## config.mk

```make
export PLATFORM = sky130hd
export DESIGN_NAME = shader_memory
export DESIGN_NICKNAME = d
export VERILOG_FILES = /design/src/rtl/shader_pkg.sv /design/src/rtl/shader_mem_bank.sv /design/src/rtl/shader_memory.sv
export SDC_FILE = /design/constraint.sdc
export NUM_CORES = 1
export LEC_CHECK = 0
export CAP_MARGIN = 0
export CORE_MARGIN = 3
export CORE_UTILIZATION = 61
export CTS_CLUSTER_SIZE = 40
export DETAILED_ROUTE_END_ITERATION = 12
export DONT_BUFFER_PORTS = 1
export PLACE_DENSITY = 0.77
export SLEW_MARGIN = 15
export SYNTH_ARGS = -nofsm -noshare
export SYNTH_HDL_FRONTEND = slang
export SYNTH_SLANG_ARGS = --single-unit
```

## constraint.sdc

```tcl
create_clock -name clk_i -period 10.8 [get_ports clk_i]
set_clock_uncertainty 0.1 [all_clocks]
set_input_delay 2.7 -clock clk_i [delete_from_list [all_inputs] [get_ports clk_i]]
set_output_delay 2.7 -clock clk_i [all_outputs]
set_load 0.05 [all_outputs]
```

## src/rtl/shader_pkg.sv

```systemverilog
// Shared constants and types for the shader program memory.
// Holds the instruction width, default program depth, NOP encoding and FSM states.
package shader_pkg;

  localparam int SHADER_INSTR_W   = 8;
  localparam int SHADER_NUM_INSTR = 16;

  localparam logic [SHADER_INSTR_W-1:0] SHADER_NOP = 8'h00;

  typedef enum logic {
    RUN  = 1'b0,
    LOAD = 1'b1
  } shader_state_e;

endpackage

```

## src/rtl/shader_mem_bank.sv

```systemverilog
// One rotating bank of instruction slots.
// A rotation moves every slot one step toward slot 0; the tail slot takes
// either the old head (recirculate) or data_i (insert). Slot 0 is the head.
module shader_mem_bank
  import shader_pkg::*;
#(
  parameter int                  NUM_INSTR     = SHADER_NUM_INSTR,
  parameter int                  INSTR_W       = SHADER_INSTR_W,
  parameter logic [INSTR_W-1:0]  DEFAULT_INSTR = INSTR_W'(SHADER_NOP)
) (
  input  logic               clk_i,
  input  logic               rst_i,
  input  logic               rotate_i,
  input  logic               insert_i,
  input  logic [INSTR_W-1:0] data_i,
  output logic [INSTR_W-1:0] head_o
);

  logic [INSTR_W-1:0] mem_q [NUM_INSTR];
  logic [INSTR_W-1:0] tail_d;

  // Choose what enters the tail slot: a new byte on insert, else the old head.
  always_comb begin
    tail_d = mem_q[0];
    if (insert_i) begin
      tail_d = data_i;
    end
  end

  // Slot array: restore defaults on reset, otherwise shift one step per rotation.
  always_ff @(posedge clk_i or posedge rst_i) begin
    if (rst_i) begin
      for (int k = 0; k < NUM_INSTR; k++) begin
        mem_q[k] <= DEFAULT_INSTR;
      end
    end else if (rotate_i) begin
      for (int k = 0; k < NUM_INSTR - 1; k++) begin
        mem_q[k] <= mem_q[k+1];
      end
      mem_q[NUM_INSTR-1] <= tail_d;
    end
  end

  assign head_o = mem_q[0];

endmodule

```

## src/rtl/shader_memory.sv

```systemverilog
// Shader program memory: a circular instruction store fed by the SPI receiver
// and stepped by the executor. The head instruction is combinational from
// slot 0, pc_o tracks the head position and wrap_o pulses on pc wrap.
// A full reload takes NUM_INSTR load pulses.
// Optional macro SHADER_MEMORY_SHADOW_EN: a second bank receives reloads while
// the active bank keeps running; banks swap on the next pc wrap.
module shader_memory
  import shader_pkg::*;
#(
  parameter int                  NUM_INSTR     = SHADER_NUM_INSTR,
  parameter int                  INSTR_W       = SHADER_INSTR_W,
  parameter logic [INSTR_W-1:0]  DEFAULT_INSTR = INSTR_W'(SHADER_NOP)
) (
  input  logic                         clk_i,
  input  logic                         rst_i,
  input  logic                         load_i,
  input  logic [INSTR_W-1:0]           instr_i,
  input  logic                         exec_shift_i,
  output logic [INSTR_W-1:0]           instr_o,
  output logic [$clog2(NUM_INSTR)-1:0] pc_o,
  output logic                         wrap_o,
  output logic                         valid_o
);

  localparam int PC_W  = $clog2(NUM_INSTR);
  localparam int CNT_W = PC_W + 1;

`ifdef SHADER_MEMORY_SHADOW_EN
  localparam int NUM_BANKS = 2;
`else
  localparam int NUM_BANKS = 1;
`endif

  localparam logic [PC_W-1:0]  LAST_PC   = PC_W'(NUM_INSTR - 1);
  localparam logic [CNT_W-1:0] LAST_LOAD = CNT_W'(NUM_INSTR - 1);

  shader_state_e      state_q, state_d;
  logic [PC_W-1:0]    pc_q, pc_d;
  logic [CNT_W-1:0]   load_cnt_q, load_cnt_d;
  logic               wrap_q, wrap_d;
  logic               valid_q, valid_d;

  logic [NUM_BANKS-1:0] bank_rotate;
  logic [NUM_BANKS-1:0] bank_insert;
  logic [INSTR_W-1:0]   bank_head [NUM_BANKS];

`ifdef SHADER_MEMORY_SHADOW_EN
  logic sel_q, sel_d;
  logic swap_pending_q, swap_pending_d;
`endif

  for (genvar b = 0; b < NUM_BANKS; b++) begin : g_bank
    shader_mem_bank #(
      .NUM_INSTR     (NUM_INSTR),
      .INSTR_W       (INSTR_W),
      .DEFAULT_INSTR (DEFAULT_INSTR)
    ) u_bank (
      .clk_i    (clk_i),
      .rst_i    (rst_i),
      .rotate_i (bank_rotate[b]),
      .insert_i (bank_insert[b]),
      .data_i   (instr_i),
      .head_o   (bank_head[b])
    );
  end

  // Next-state logic: decides the single rotation per cycle, pc/wrap updates
  // and reload progress.
  always_comb begin
    state_d     = state_q;
    pc_d        = pc_q;
    load_cnt_d  = load_cnt_q;
    wrap_d      = 1'b0;
    valid_d     = valid_q;
    bank_rotate = '0;
    bank_insert = '0;
`ifdef SHADER_MEMORY_SHADOW_EN
    sel_d          = sel_q;
    swap_pending_d = swap_pending_q;

    if (exec_shift_i) begin
      bank_rotate[sel_q] = 1'b1;
      pc_d               = pc_q + 1'b1;
      wrap_d             = (pc_q == LAST_PC);
      if ((pc_q == LAST_PC) && swap_pending_q && !load_i) begin
        sel_d          = ~sel_q;
        swap_pending_d = 1'b0;
      end
    end

    if (load_i) begin
      bank_rotate[~sel_q] = 1'b1;
      bank_insert[~sel_q] = 1'b1;
      if (state_q == LOAD) begin
        if (load_cnt_q == LAST_LOAD) begin
          state_d        = RUN;
          load_cnt_d     = '0;
          swap_pending_d = 1'b1;
        end else begin
          load_cnt_d = load_cnt_q + 1'b1;
        end
      end else begin
        state_d        = LOAD;
        load_cnt_d     = CNT_W'(1);
        swap_pending_d = 1'b0;
      end
    end
`else
    case (state_q)
      RUN: begin
        if (load_i) begin
          bank_rotate[0] = 1'b1;
          bank_insert[0] = 1'b1;
          load_cnt_d     = CNT_W'(1);
          state_d        = LOAD;
          valid_d        = 1'b0;
        end else if (exec_shift_i) begin
          bank_rotate[0] = 1'b1;
          pc_d           = pc_q + 1'b1;
          wrap_d         = (pc_q == LAST_PC);
        end
      end
      LOAD: begin
        if (load_i) begin
          bank_rotate[0] = 1'b1;
          bank_insert[0] = 1'b1;
          if (load_cnt_q == LAST_LOAD) begin
            state_d    = RUN;
            pc_d       = '0;
            valid_d    = 1'b1;
            load_cnt_d = '0;
          end else begin
            load_cnt_d = load_cnt_q + 1'b1;
          end
        end
      end
      default: begin
        state_d = RUN;
      end
    endcase
`endif
  end

  // Control registers: FSM state, pc, load counter and status flags.
  always_ff @(posedge clk_i or posedge rst_i) begin
    if (rst_i) begin
      state_q    <= RUN;
      pc_q       <= '0;
      load_cnt_q <= '0;
      wrap_q     <= 1'b0;
      valid_q    <= 1'b1;
    end else begin
      state_q    <= state_d;
      pc_q       <= pc_d;
      load_cnt_q <= load_cnt_d;
      wrap_q     <= wrap_d;
      valid_q    <= valid_d;
    end
  end

`ifdef SHADER_MEMORY_SHADOW_EN
  // Bank select and pending-swap flag for the double-buffered reload.
  always_ff @(posedge clk_i or posedge rst_i) begin
    if (rst_i) begin
      sel_q          <= 1'b0;
      swap_pending_q <= 1'b0;
    end else begin
      sel_q          <= sel_d;
      swap_pending_q <= swap_pending_d;
    end
  end

  assign instr_o = bank_head[sel_q];
`else
  assign instr_o = bank_head[0];
`endif

  assign pc_o    = pc_q;
  assign wrap_o  = wrap_q;
  assign valid_o = valid_q;

endmodule

```

; Word-level counts from Yosys, hierarchy flattened
; Index checks and enable logic that the tools add are counted.
; Widths: inputs -> output; s select.
[totals]
out_inout_bits = 14
elab_cells = 58
input_bits = 12
regBits = 140
[op_classes]
n_bitwise = 1
eq_ne = 7
n_addsub = 2
n_reduce_logical = 3
mux = 24
[ops]
columns = op, n
row1 = $mux 4, 4
row2 = $mux 5, 3
row3 = $mux 1, 11
row4 = $pmux 5 s2, 1
row5 = $mux 8, 1
row6 = $ne 2x2->1 const B, 4
row7 = $pmux 4 s2, 1
row8 = $pmux 1 s2, 3
row9 = $add 5x1->5 const B, 1
row10 = $eq 5x4->1 const B, 1
row11 = $add 4x1->4 const B, 1
row12 = $eq 4x4->1 const B, 1
row13 = $reduce_and 4->1, 1
row14 = $reduce_and 3->1, 1
row15 = $ne 2x1->1 const B, 1
row16 = $reduce_and 2->1, 1
row17 = $not 1->1, 1

; Longest topological paths before layout
[depth]
depth_word = 4
ltp_mapped = 7
ltp_nobuf = 5

; By module
; From an unflattened synthesis, not the netlist that was laid out.
[unflattened]
cells_unflattened = 363
area_unflattened_um2 = 5609.1
[modules_own_cells]
columns = mod, n_inst, cells_per_inst, area_each_um2, seq_area_each_um2
row1 = shader_mem_bank, 1, 297, 4969.8, 3203.1
row2 = shader_memory, 1, 66, 639.4, 301.5

; Worst setup path after synthesis
; Ideal clock, no wire load.
[synth_path]
path_kind = input -> register
start = in load_i
end = reg load_cnt_q[3]
slack_ps = 6539
arrival_ps = 4092
setup_time_ps = 69
n_path_buf = 2
cell_stages = 7
t_required_ps = 10631
path_cell_list = buf_2 -> inv_2 -> ha_1 -> or2_1 -> buf_6 -> or4_1 -> nand3_1
[synth_between]
elab_chain_len = 2
elab_cells_between_ends = 3
cone_classes = 2 x eq/ne / 1 x reduce/logical
[synth_lines]
columns = item, line
row1 = start: declaration, shader_memory.sv:16  ; input logic load_i,
row2 = $ne 2x2->1 (no line), --
row3 = $reduce_and 2->1 (no line) (*), --
row4 = end signal: assignment, shader_memory.sv:155  ; load_cnt_q <= load_cnt_d;
row5 = end: declaration, shader_memory.sv:39  ; logic [CNT_W-1:0] load_cnt_q, load_cnt_d;
; Mark *: on every way between the ends. The rest lies on a longest branch, timed or not.
; A chain may end at the register's enable or synchronous reset.

; Worst setup path in the final report
[layout_path]
start = reg pc_q[0], in the netlist pc_o[0]
end = out pc_o[0]
[layout_rtl]
columns = item, line
row1 = start: declaration, shader_memory.sv:38  ; logic [PC_W-1:0] pc_q, pc_d;
row2 = start signal: assignment, shader_memory.sv:154  ; pc_q <= pc_d;
row3 = end: declaration, shader_memory.sv:20  ; output logic [$clog2(NUM_INSTR)-1:0] pc_o,
; No word-level cell between the ends.

==> impl_metrics.toml <==
[floorplan]
die_w_um = 106
io_pins = 26
die_h_um = 106
rows = 35
coreArea_mm2 = 0.00946
start_util_pct = 64.0
dieArea_mm2 = 0.0112

[worst_setup_path]
reg2reg_to = "g_bank[0].u_bank.head_o[5]$_DFFE_PP0P_"
worst-path-stages = 0
setup.worst_path.start = "pc_o[0]$_DFFE_PP0P_"
path_class = "flip-flop to primary output"
ff2ff_path_depth = 4
start_kind = "flip-flop"
r2r_setup_slack_ns = 8.62
reg2reg_from = "state_q$_DFF_PP0_"
worstPathRequired_ns = 8.00
cp_data_arrival_time_ns = 1.23
critPathMaxFanout = 6
critPathCaptureType = "primary output"

[global_route]
gr-total-overflow = 0
grt_pass1_wl_mm = 14.9
grtUsageTotal_pct = 17.3
grt_pass1_vias = 2843
grt_max_degree = 129
antenna_found_initial = 0

[synthesis]
synth.area.top_cells = "dfrtp_1, mux2_4, mux2_1"
avgSynthCellArea_um2 = 17.0
syn_area_mm2 = 0.00606
syn-instance-count = 356
synth.distinct_cells = 33
yosysTopAreaCellShare_pct = 57.4
yosysTopAreaCell = "dfrtp_1"
ys_seq_area_share_pct = 57.9
yosysWarnings = 0
syn_nets = 372
ys_ff_latch = 140

[power_and_ir_drop]
powerDensity_mw_per_mm2 = 311
report.power.total_mw = 2.04
p_int_mw = 1.47
power_switching_uw = 573
sw_frac_of_total_pct = 28.1
leakage_nw = 3.24
p_seq_share_pct = 48.8
comb_power_share_pct = 24.2
p_clk_share_pct = 27.1
peakVddDrop_mv = 0.155

[sta]
max_slew.worst_pin.slew_ns = 0.973
period_share_pct = 37.3
fmax_ghz = 0.248
slew_headroom_pct = 35.1
final_max_slew_viol_count = 0
holdWs_ns = 0.386
rsz0062_at_grt = "false"
finalHoldViolCount = 0
setup_tns_ns = 0
finalSetupViolCount = 0
min_period_ns = 4.03

[clocking]
cts-buffers-inserted = 17
cts_root_buf = "clkbuf_8"
htree_levels = 4
cts_hold_buf = 0
cts_resized = 0
cts_sinks = 140
clk_pin_slew_worst_paths_ns = 0.06
clock_latency_ns = 0.52
cts_buffer_depth = 2
cts_setup_buffers = 0
tritoncts = "yes"

[placed_design]
place_area_mm2 = 0.00601
gp_congestion = 0.797
port_buffers = 0
placedCellCount = 462
dp_hpwl_mm = 4.73

[routing]
antenna_left = 0
drtPass1Iterations = 4
via_per_inst = 5.49
wl_per_cell_um = 17.4
totalWireLength_mm = 8.60
drcViolationCount = 0
drt-initial-drc-count = 173
vias = 2707

[cells_and_area]
final_common_cell = "dfrtp_1"
nFillCells = 620
stdcell_area_mm2 = 0.00657
fin_nets = 368
seq_area_mm2 = 0.00350
drive_above_1_share_pct = 41.2
diodes = 0
multi_input_comb_area_mm2 = 0.00228
final_cell_mix = "dfrtp_1, mux2_4, mux2_1, clkbuf_16, inv_1"
finalNonFillerCells = 493
syn_to_final_growth_pct = 8.47

[flow_run]
maxCapViolCount = 0

[outcome]
status = "complete, no violations"

[hold_path]
min_from = "load_cnt_q[4]$_DFFE_PP0P_"
hold_class = "flip-flop to flip-flop"
min_delay_path_depth = 1
hold_end = "load_cnt_q[4]$_DFFE_PP0P_"
## metal layers
| layer | vias up | part of all wire, % | global-route usage, % | wire [um] |
|---|---|---|---|---|
| li1 | 1236 | - | - | - |
| met1 | 1416 | 48 | 24.1 | 4140 |
| met2 | 39 | 46 | 24.0 | 3920 |
| met3 | 16 | 4.4 | 6.98 | 382 |
| met4 | 0 | 1.7 | 7.31 | 147 |
| met5 | - | 0 | 0 | 0 |
## kinds of logic after synthesis
group           share of synthesized area, %
simple gates                            2.05
fa+ha+maj                              0.826
mux                                     32.9
buf+inv                                 4.61
flops                                   57.9
compound gates                          1.74
## power by group through the flow
stage / logic, mW / registers [mW] / clock network [mW]
4_1_cts: 0.500 / 0.998 / 0.564
3_3_place_gp: 0.476 / 0.985 / 0
5_1_grt: 0.536 / 1.03 / 0.589
2_1_floorplan: 0.525 / 0.899 / 0
6_report: 0.493 / 0.996 / 0.552
3_5_place_dp: 0.493 / 0.996 / 0
## state kept, by name (all words and copies together) (netlist names)
register / cells
g_bank.u_bank.mem_q: 120
load_cnt_q: 5
state_q: 1
g_bank.u_bank.head_o: 8
pc_o: 4
valid_o: 1
wrap_o: 1
## layout make-up
cell class / count / share of cell area [%]
timing repair buffer: 2 / 0.419
clock buffer: 23 / 6.65
inverter: 10 / 0.647
tap: 129 / 2.46
clock inverter: 8 / 1.81
multi-input combinational: 181 / 34.7
sequential: 140 / 53.3
## Yosys cell counts
library cell and number:
nand4_1 2, dfrtp_1 139, o21ai_0 2, nor2_1 4
nor3_1 1, o31ai_1 2, nand2_1 5, mux2_1 18
a211oi_1 1, buf_6 15, nor2b_4 1, or4_1 1
mux2i_1 2, nand4b_1 1, buf_4 9, inv_1 9
nor4b_1 1, ha_1 4, o21a_1 1, inv_2 1
a32oi_1 1, nand3_1 3, or2_1 1, o22ai_1 2
nor2_2 1, nor4_1 1, a22oi_1 1, o21ai_1 2
a21oi_1 4, buf_2 1, a31oi_1 1, mux2_4 118
dfstp_2 1
## per-stage QoR
stage | util (%) | setup slack [ns]
2_1_floorplan | - | 4.25
3_3_place_gp | 63.6 | 6.53
3_5_place_dp | 63.6 | 6.50
4_1_cts | 69.5 | 6.74
5_1_grt | 69.5 | 6.72
6_report | 69.5 | 6.77
## worst max path at each step
stage | slack (ns) | to
2_1_floorplan | 4.25 | g_bank[0].u_bank.head_o[0]$_DFFE_PP0P_
3_3_place_gp | 6.53 | g_bank[0].u_bank.head_o[4]$_DFFE_PP0P_
3_5_place_dp | 6.50 | g_bank[0].u_bank.head_o[2]$_DFFE_PP0P_
4_1_cts | 6.74 | pc_o[2]
5_1_grt | 6.72 | pc_o[3]
6_report | 6.77 | pc_o[0]
## worst reg2reg max path, cell delays in order (launching register included)
cell and delay, ns:
dfrtp_1 0.59, nor2b_4 0.10, nor2_4 0.11, buf_12 0.62
mux2_1 0.54
(Power assumes the default switching activity.)
